## src/rtl/hack_alu_pipe.sv

```systemverilog
// hack_alu_pipe: two-stage valid/ready pipeline around the Hack ALU.
// Stage 1 applies the zx/nx/zy/ny presets, and stage 2 applies f/no
// and derives zr/ng. ops_count counts the output transfers that complete.
module hack_alu_pipe #(
  parameter int N = 16
) (
  input  logic         clk,
  input  logic         rst_n,
  input  logic         in_valid,
  output logic         in_ready,
  input  logic [N-1:0] x,
  input  logic [N-1:0] y,
  input  logic [5:0]   ctrl,
  output logic         out_valid,
  input  logic         out_ready,
  output logic [N-1:0] out,
  output logic         zr,
  output logic         ng,
  output logic [15:0]  ops_count
);

  logic         s1_valid_q, s1_valid_d;
  logic [N-1:0] x1_q, x1_d;
  logic [N-1:0] y1_q, y1_d;
  logic         f1_q, f1_d;
  logic         no1_q, no1_d;
  logic         s2_valid_q, s2_valid_d;
  logic [N-1:0] out_q, out_d;
  logic         zr_q, zr_d;
  logic         ng_q, ng_d;
  logic [15:0]  ops_count_q, ops_count_d;

  logic         s1_adv, s2_adv;
  logic [N-1:0] x_zero, y_zero, x_pre, y_pre;
  logic [N-1:0] r, res;

  // Advance conditions and the combinational ready back to upstream
  always_comb begin
    s2_adv   = !s2_valid_q || out_ready;
    s1_adv   = !s1_valid_q || s2_adv;
    in_ready = rst_n && s1_adv;
  end

  // Stage 1: preset the operands; data is only captured on an input transfer
  always_comb begin
    x_zero     = ctrl[5] ? '0 : x;
    x_pre      = ctrl[4] ? ~x_zero : x_zero;
    y_zero     = ctrl[3] ? '0 : y;
    y_pre      = ctrl[2] ? ~y_zero : y_zero;
    s1_valid_d = s1_valid_q;
    x1_d       = x1_q;
    y1_d       = y1_q;
    f1_d       = f1_q;
    no1_d      = no1_q;
    if (s1_adv) begin
      s1_valid_d = in_valid;
      if (in_valid) begin
        x1_d  = x_pre;
        y1_d  = y_pre;
        f1_d  = ctrl[1];
        no1_d = ctrl[0];
      end
    end
  end

  // Stage 2: function select and output negate; results only change when a valid op moves in
  always_comb begin
    r          = f1_q ? (x1_q + y1_q) : (x1_q & y1_q);
    res        = no1_q ? ~r : r;
    s2_valid_d = s2_valid_q;
    out_d      = out_q;
    zr_d       = zr_q;
    ng_d       = ng_q;
    if (s2_adv) begin
      s2_valid_d = s1_valid_q;
      if (s1_valid_q) begin
        out_d = res;
        zr_d  = (res == '0);
        ng_d  = res[N-1];
      end
    end
  end

  // Completed-transfer counter, wraps naturally
  always_comb begin
    ops_count_d = ops_count_q;
    if (s2_valid_q && out_ready) ops_count_d = ops_count_q + 16'd1;
  end

  // State registers with synchronous active-low reset
  always_ff @(posedge clk) begin
    if (!rst_n) begin
      s1_valid_q  <= 1'b0;
      x1_q        <= '0;
      y1_q        <= '0;
      f1_q        <= 1'b0;
      no1_q       <= 1'b0;
      s2_valid_q  <= 1'b0;
      out_q       <= '0;
      zr_q        <= 1'b0;
      ng_q        <= 1'b0;
      ops_count_q <= '0;
    end else begin
      s1_valid_q  <= s1_valid_d;
      x1_q        <= x1_d;
      y1_q        <= y1_d;
      f1_q        <= f1_d;
      no1_q       <= no1_d;
      s2_valid_q  <= s2_valid_d;
      out_q       <= out_d;
      zr_q        <= zr_d;
      ng_q        <= ng_d;
      ops_count_q <= ops_count_d;
    end
  end

  assign out_valid = s2_valid_q;
  assign out       = out_q;
  assign zr        = zr_q;
  assign ng        = ng_q;
  assign ops_count = ops_count_q;

endmodule

```

## config.mk

```make
export PLATFORM = sky130hd
export DESIGN_NAME = hack_alu_pipe
export DESIGN_NICKNAME = d
export VERILOG_FILES = /design/src/rtl/hack_alu_pipe.sv
export SDC_FILE = /design/constraint.sdc
export NUM_CORES = 1
export LEC_CHECK = 0
export CORE_UTILIZATION = 54
export CTS_CLUSTER_SIZE = 8
export DETAILED_ROUTE_END_ITERATION = 6
export PLACE_DENSITY = 0.83
export SLEW_MARGIN = 30
export SYNTH_ARGS = -nofsm -noshare
export SYNTH_HDL_FRONTEND = slang
export SYNTH_SLANG_ARGS = --single-unit
```

## constraint.sdc

```tcl
create_clock -name clk -period 4.1 [get_ports clk]
set_clock_uncertainty 0.1 [all_clocks]
set_input_delay 0.615 -clock clk [delete_from_list [all_inputs] [get_ports clk]]
set_output_delay 0.615 -clock clk [all_outputs]
set_load 0.02 [all_outputs]
```

## Word level (Yosys, flattened, before mapping)

Index checks and enable logic that the tools add are counted.

| operators by class | value |
|---|---|
| bitwise logic cells | 4 |
| muxes and demuxes | 6 |
| reduce and logical (&&, ||, !) cells | 9 |
| add/sub/neg operators | 2 |

Operators by type and width:

| operator | number |
|---|---|
| $mux W16 | 6 |
| $not A16 Y16 | 3 |
| $add A16 B1 Y16 const B | 1 |
| $add A16 B16 Y16 | 1 |
| $and A16 B16 Y16 | 1 |
| $logic_not A16 Y1 | 1 |
| $reduce_and A2 Y1 | 2 |
| $logic_and A1 B1 Y1 | 2 |
| $logic_not A1 Y1 | 2 |
| $logic_or A1 B1 Y1 | 2 |

| word-level totals | value |
|---|---|
| logic and storage cells | 31 |
| output and inout port bits | 36 |
| flip-flop bits (word level) | 70 |
| bits of input ports | 42 |

## Depth between registers and ports, before layout

| logic depth | value |
|---|---|
| depth after elaboration | 5 |
| depth in mapped cells | 10 |
| gate-level depth less buffers | 10 |

## Worst setup path after synthesis

OpenSTA, ideal clock, no wires.

| path | value |
|---|---|
| path type | register to register |
| from | register x1_q[0] |
| to | register zr_q (netlist: zr) |
| slack | 1225 ps |
| cell stages (with the launch flop) | 11 |
| data required time | 3943 ps |
| data arrival time | 2718 ps |
| buffers on the path | 0 |
| setup time | 57 ps |
| clock period less this slack | 2875 ps |
| cells stage by stage | dfxtp_1 ha_1 fa_1 a21o_1 a22o_1 a31o_1 xor2_1 mux2_4 or4_1 mux2i_1 a21o_1 |

| between the ends | value |
|---|---|
| word-level cells in the longest chain between the ends | 5 |
| elaborated cells on any way between the ends | 6 |
| those cells by class | add/sub: 1; mux: 2; bitwise: 2; reduce/logical: 1 |

RTL lines:

| what | RTL line | source |
|---|---|---|
| start, declared | 23 | `logic [N-1:0] x1_q, x1_d;` |
| start signal, assigned | 94 | `x1_q <= '0;` |
| start signal, assigned | 105 | `x1_q <= x1_d;` |
| $add A16 B16 Y16 or $and A16 B16 Y16 (tied branches) | 68 | `r = f1_q ? (x1_q + y1_q) : (x1_q & y1_q);` |
| $mux W16 * | 68 |  |
| $not A16 Y16 | 69 | `res = no1_q ? ~r : r;` |
| $mux W16 * | 69 |  |
| $logic_not A16 Y1 * | 78 | `zr_d = (res == '0);` |
| end signal, assigned | 111 | `zr_q <= zr_d;` |
| end, declared | 29 | `logic zr_q, zr_d;` |

Mark *: on every way between the ends. The rest lies on a longest branch, timed or not.
A chain may end at the register's enable or synchronous reset.

## Final worst setup path

Same ends and word-level chain as after synthesis.

==> metrics.yaml <==
grtUsageTotal_pct: 23.40
cts.clk_slew.worst_paths_ns: 0.07
reg2regPathDepth: 10
layout.nets: 665
final.min_clock_period_ns: 3.078
drive_gt1_share_pct: 6.732
peakVddDrop_mv: 0.1585
worst-path-stages: 10
fp.dieArea_um2: 8869
period_share_pct: 75.06
design.core.area_um2: 8217
rsz0062_at_grt: "no"
crit_path_start_kind: "flop"
final_antenna_net_count: 0
holdWs_ns: 0.3701
r2r-start: "x1_q[0]"
cpMaxStageDelayCell: "or4_1"
syn_to_final_growth_pct: 20.86
placed_cells: 699
rrSetupSlack_ns: 1.02
dieHeight_um: 94.18
drc: 0
worst-path-max-fanout: 4
synthFlopType: "dfxtp_1"
r2r_end: "zr"
synth_area_leaders: "dfxtp_1 30%, xnor2_1 9.7%, o211a_1 7.4%"
synth_edf_count: 0
multiInputGateArea_um2: 3029
async_reset_ff_share_pct: 0
final_cells: 714
max-slew-margin-rel_pct: 39.20
critPathArrivalTime_ns: 3.27
finalInstanceArea_um2: 5545
cts_sinks: 69
cts_buffers: 9
chipWidth_um: 94.18
cp.required_ns: 4.29
post_cts_buffers: 0
ctsRootBufferMaster: "clkbuf_8"
leakagePower_uw: 0.002319
globalplace.congestion: 0.8743
clockBufferDepth: 2
io_buffer_count: 77
wl_per_cell_um: 13.78
num-fill-cells: 698
crit_buf_inv: 0
wl_um: 9840
hpwl_um: 7559
path_class: "flop to flop"
path_cells: "ha_1, fa_1, a21o_1, a22o_1, a31o_1, xor2_1, mux2_4, or4_1, mux2i_1, a21o_1"
p_per_area_nw_per_um2: 301.6
regArea_um2: 1381
grt_max_degree: 72
ys_seq_area_share_pct: 30.11
vias: 4050
end_kind: "flop"
slowest_delay_ns: 0.50
tightest_slew_ns: 0.9091
firstDrtPassIters: 4
yosysWarnings: 0
grt.overflow.total: 0
netlist_instances: 550
path_common_cell: "a21o_1"
synth.most_common_cell: "nand2_1"
rows: 33
post_dp_cell_area_um2: 5355
worstHoldPathCells: 2
holdPathEnd: "out[10]"
hold_class: "flop to flop"
insertion_delay_ns: 0.35
start_util_pct: 55.84
synth_top_area_share_pct: 30.11
netlist_area_um2: 4588
synth_common_cells: "83 x nand2_1, 69 x dfxtp_1, 51 x xnor2_1"
drv_slew: 0
synth-seq-cells: 69
synth_fp_nets: 610
grt_pass1_wl_um: 16570
status: "finished, final reports clean"
pin_count: 78
antenna_found_initial: 0
hold_viol_final: 0
setup_viol: 0
yosysTopAreaCell: "dfxtp_1"
drt_iter0_drc: 167
cts_tree: "yes"
synth.distinct_cells: 63
n_antenna_cell: 0
fmax_ghz: 0.3249
ctsHtreeMaxLevel: 3
via_per_inst: 5.672
grt_pass1_vias: 3637
hold_start: "out[10]"
cts_resized: 0
drv_cap: 0
holdBufCountCts: 0
setup_tns_ns: 0
avgSynthCellArea_um2: 8.342
cpLargestDelayFamily: "compound AO/OA/AOI/OAI gates"
[kinds of logic after synthesis]
group,count (synthesis),share of synthesized area (%)
adder cells (fa/ha/maj),18,5.072
buffers and inverters,41,3.927
XOR/XNOR,55,10.50
AND/OR/NAND/NOR,228,25.50
flip-flops,69,30.11
AO/OA/AOI/OAI,132,23.26
multiplexers,7,1.636
[report_power, final]
| part | leakage (uW) | switching, uW | total, uW | internal (uW) |
|---|---|---|---|---|
| clock | 0.0000950 | 255 | 532 | 277 |
| combinational | 0.00166 | 211 | 405 | 195 |
| sequential | 0.000566 | 28.7 | 735 | 707 |
| total | 0.00232 | 494 | 1670 | 1180 |
[routing by layer]
layer	routed length [um]	global-route usage (%)	part of all wire, %
met1	4553	30.12	46
met2	4539	38.65	46
met5	0	0	0
met4	178	9.615	1.8
met3	568	3.641	5.8
[worst max path at each step]
stage               slack [ns]     from  end
detailed placement        1.05  x1_q[0]   zr
global route              0.84  x1_q[0]   zr
CTS                       1.03  x1_q[0]   zr
floorplan                 1.22  x1_q[0]   zr
finish                    1.02  x1_q[0]   zr
global placement          1.14  x1_q[0]   zr
[sequential cells by signal, indices dropped and copies added, names as in the netlist]
register	flops
no1_q	1
out_valid	1
y1_q	16
x1_q	16
f1_q	1
out	16
ops_count	16
s1_valid_q	1
zr	1
[worst reg2reg max path, delay by kind of cell (launching register included)]
family | cells | cell delay (ns)
and+or+nand+nor | 1 | 0.50
muxes | 2 | 0.43
adders and majority gates | 2 | 0.71
xor gates and xnor gates | 1 | 0.14
DFF | 1 | 0.32
AOI/OAI and AO/OA | 4 | 0.83
[per-stage QoR]
| stage | total power [uW] | utilization [%] | setup slack (ns) |
|---|---|---|---|
| after floorplan | 1040 | - | 1.225 |
| after global placement | 1145 | 65.17 | 1.137 |
| after detailed placement | 1155 | 65.17 | 1.047 |
| after CTS | 1689 | 67.47 | 1.027 |
| after global routing | 1760 | 67.49 | 0.8380 |
| final | 1672 | 67.49 | 1.022 |
[layout by cell type (no fill, tap or decap), types with 10 or more instances in the layout]
| cell type | n |
|---|---|
| a21oi_1 | 13 |
| or3_1 | 10 |
| nand2_1 | 83 |
| a21boi_0 | 12 |
| and2_1 | 19 |
| clkdlybuf4s50_1 | 76 |
| xnor2_1 | 51 |
| o211a_1 | 34 |
| nor2b_1 | 43 |
| nor2_1 | 21 |
| o21ai_0 | 24 |
| dfxtp_1 | 69 |
| ha_1 | 17 |
[area by class of cell]
class | instances | share of cell area [%]
clock buffers | 9 | 2.234
inverters | 3 | 0.2031
repair buffers | 82 | 14.49
flip-flops and latches | 69 | 24.91
multi-input cells | 440 | 54.63
well taps | 105 | 2.369
clock inverters | 6 | 1.173
No activity file was read; power rests on OpenSTA's default activity.
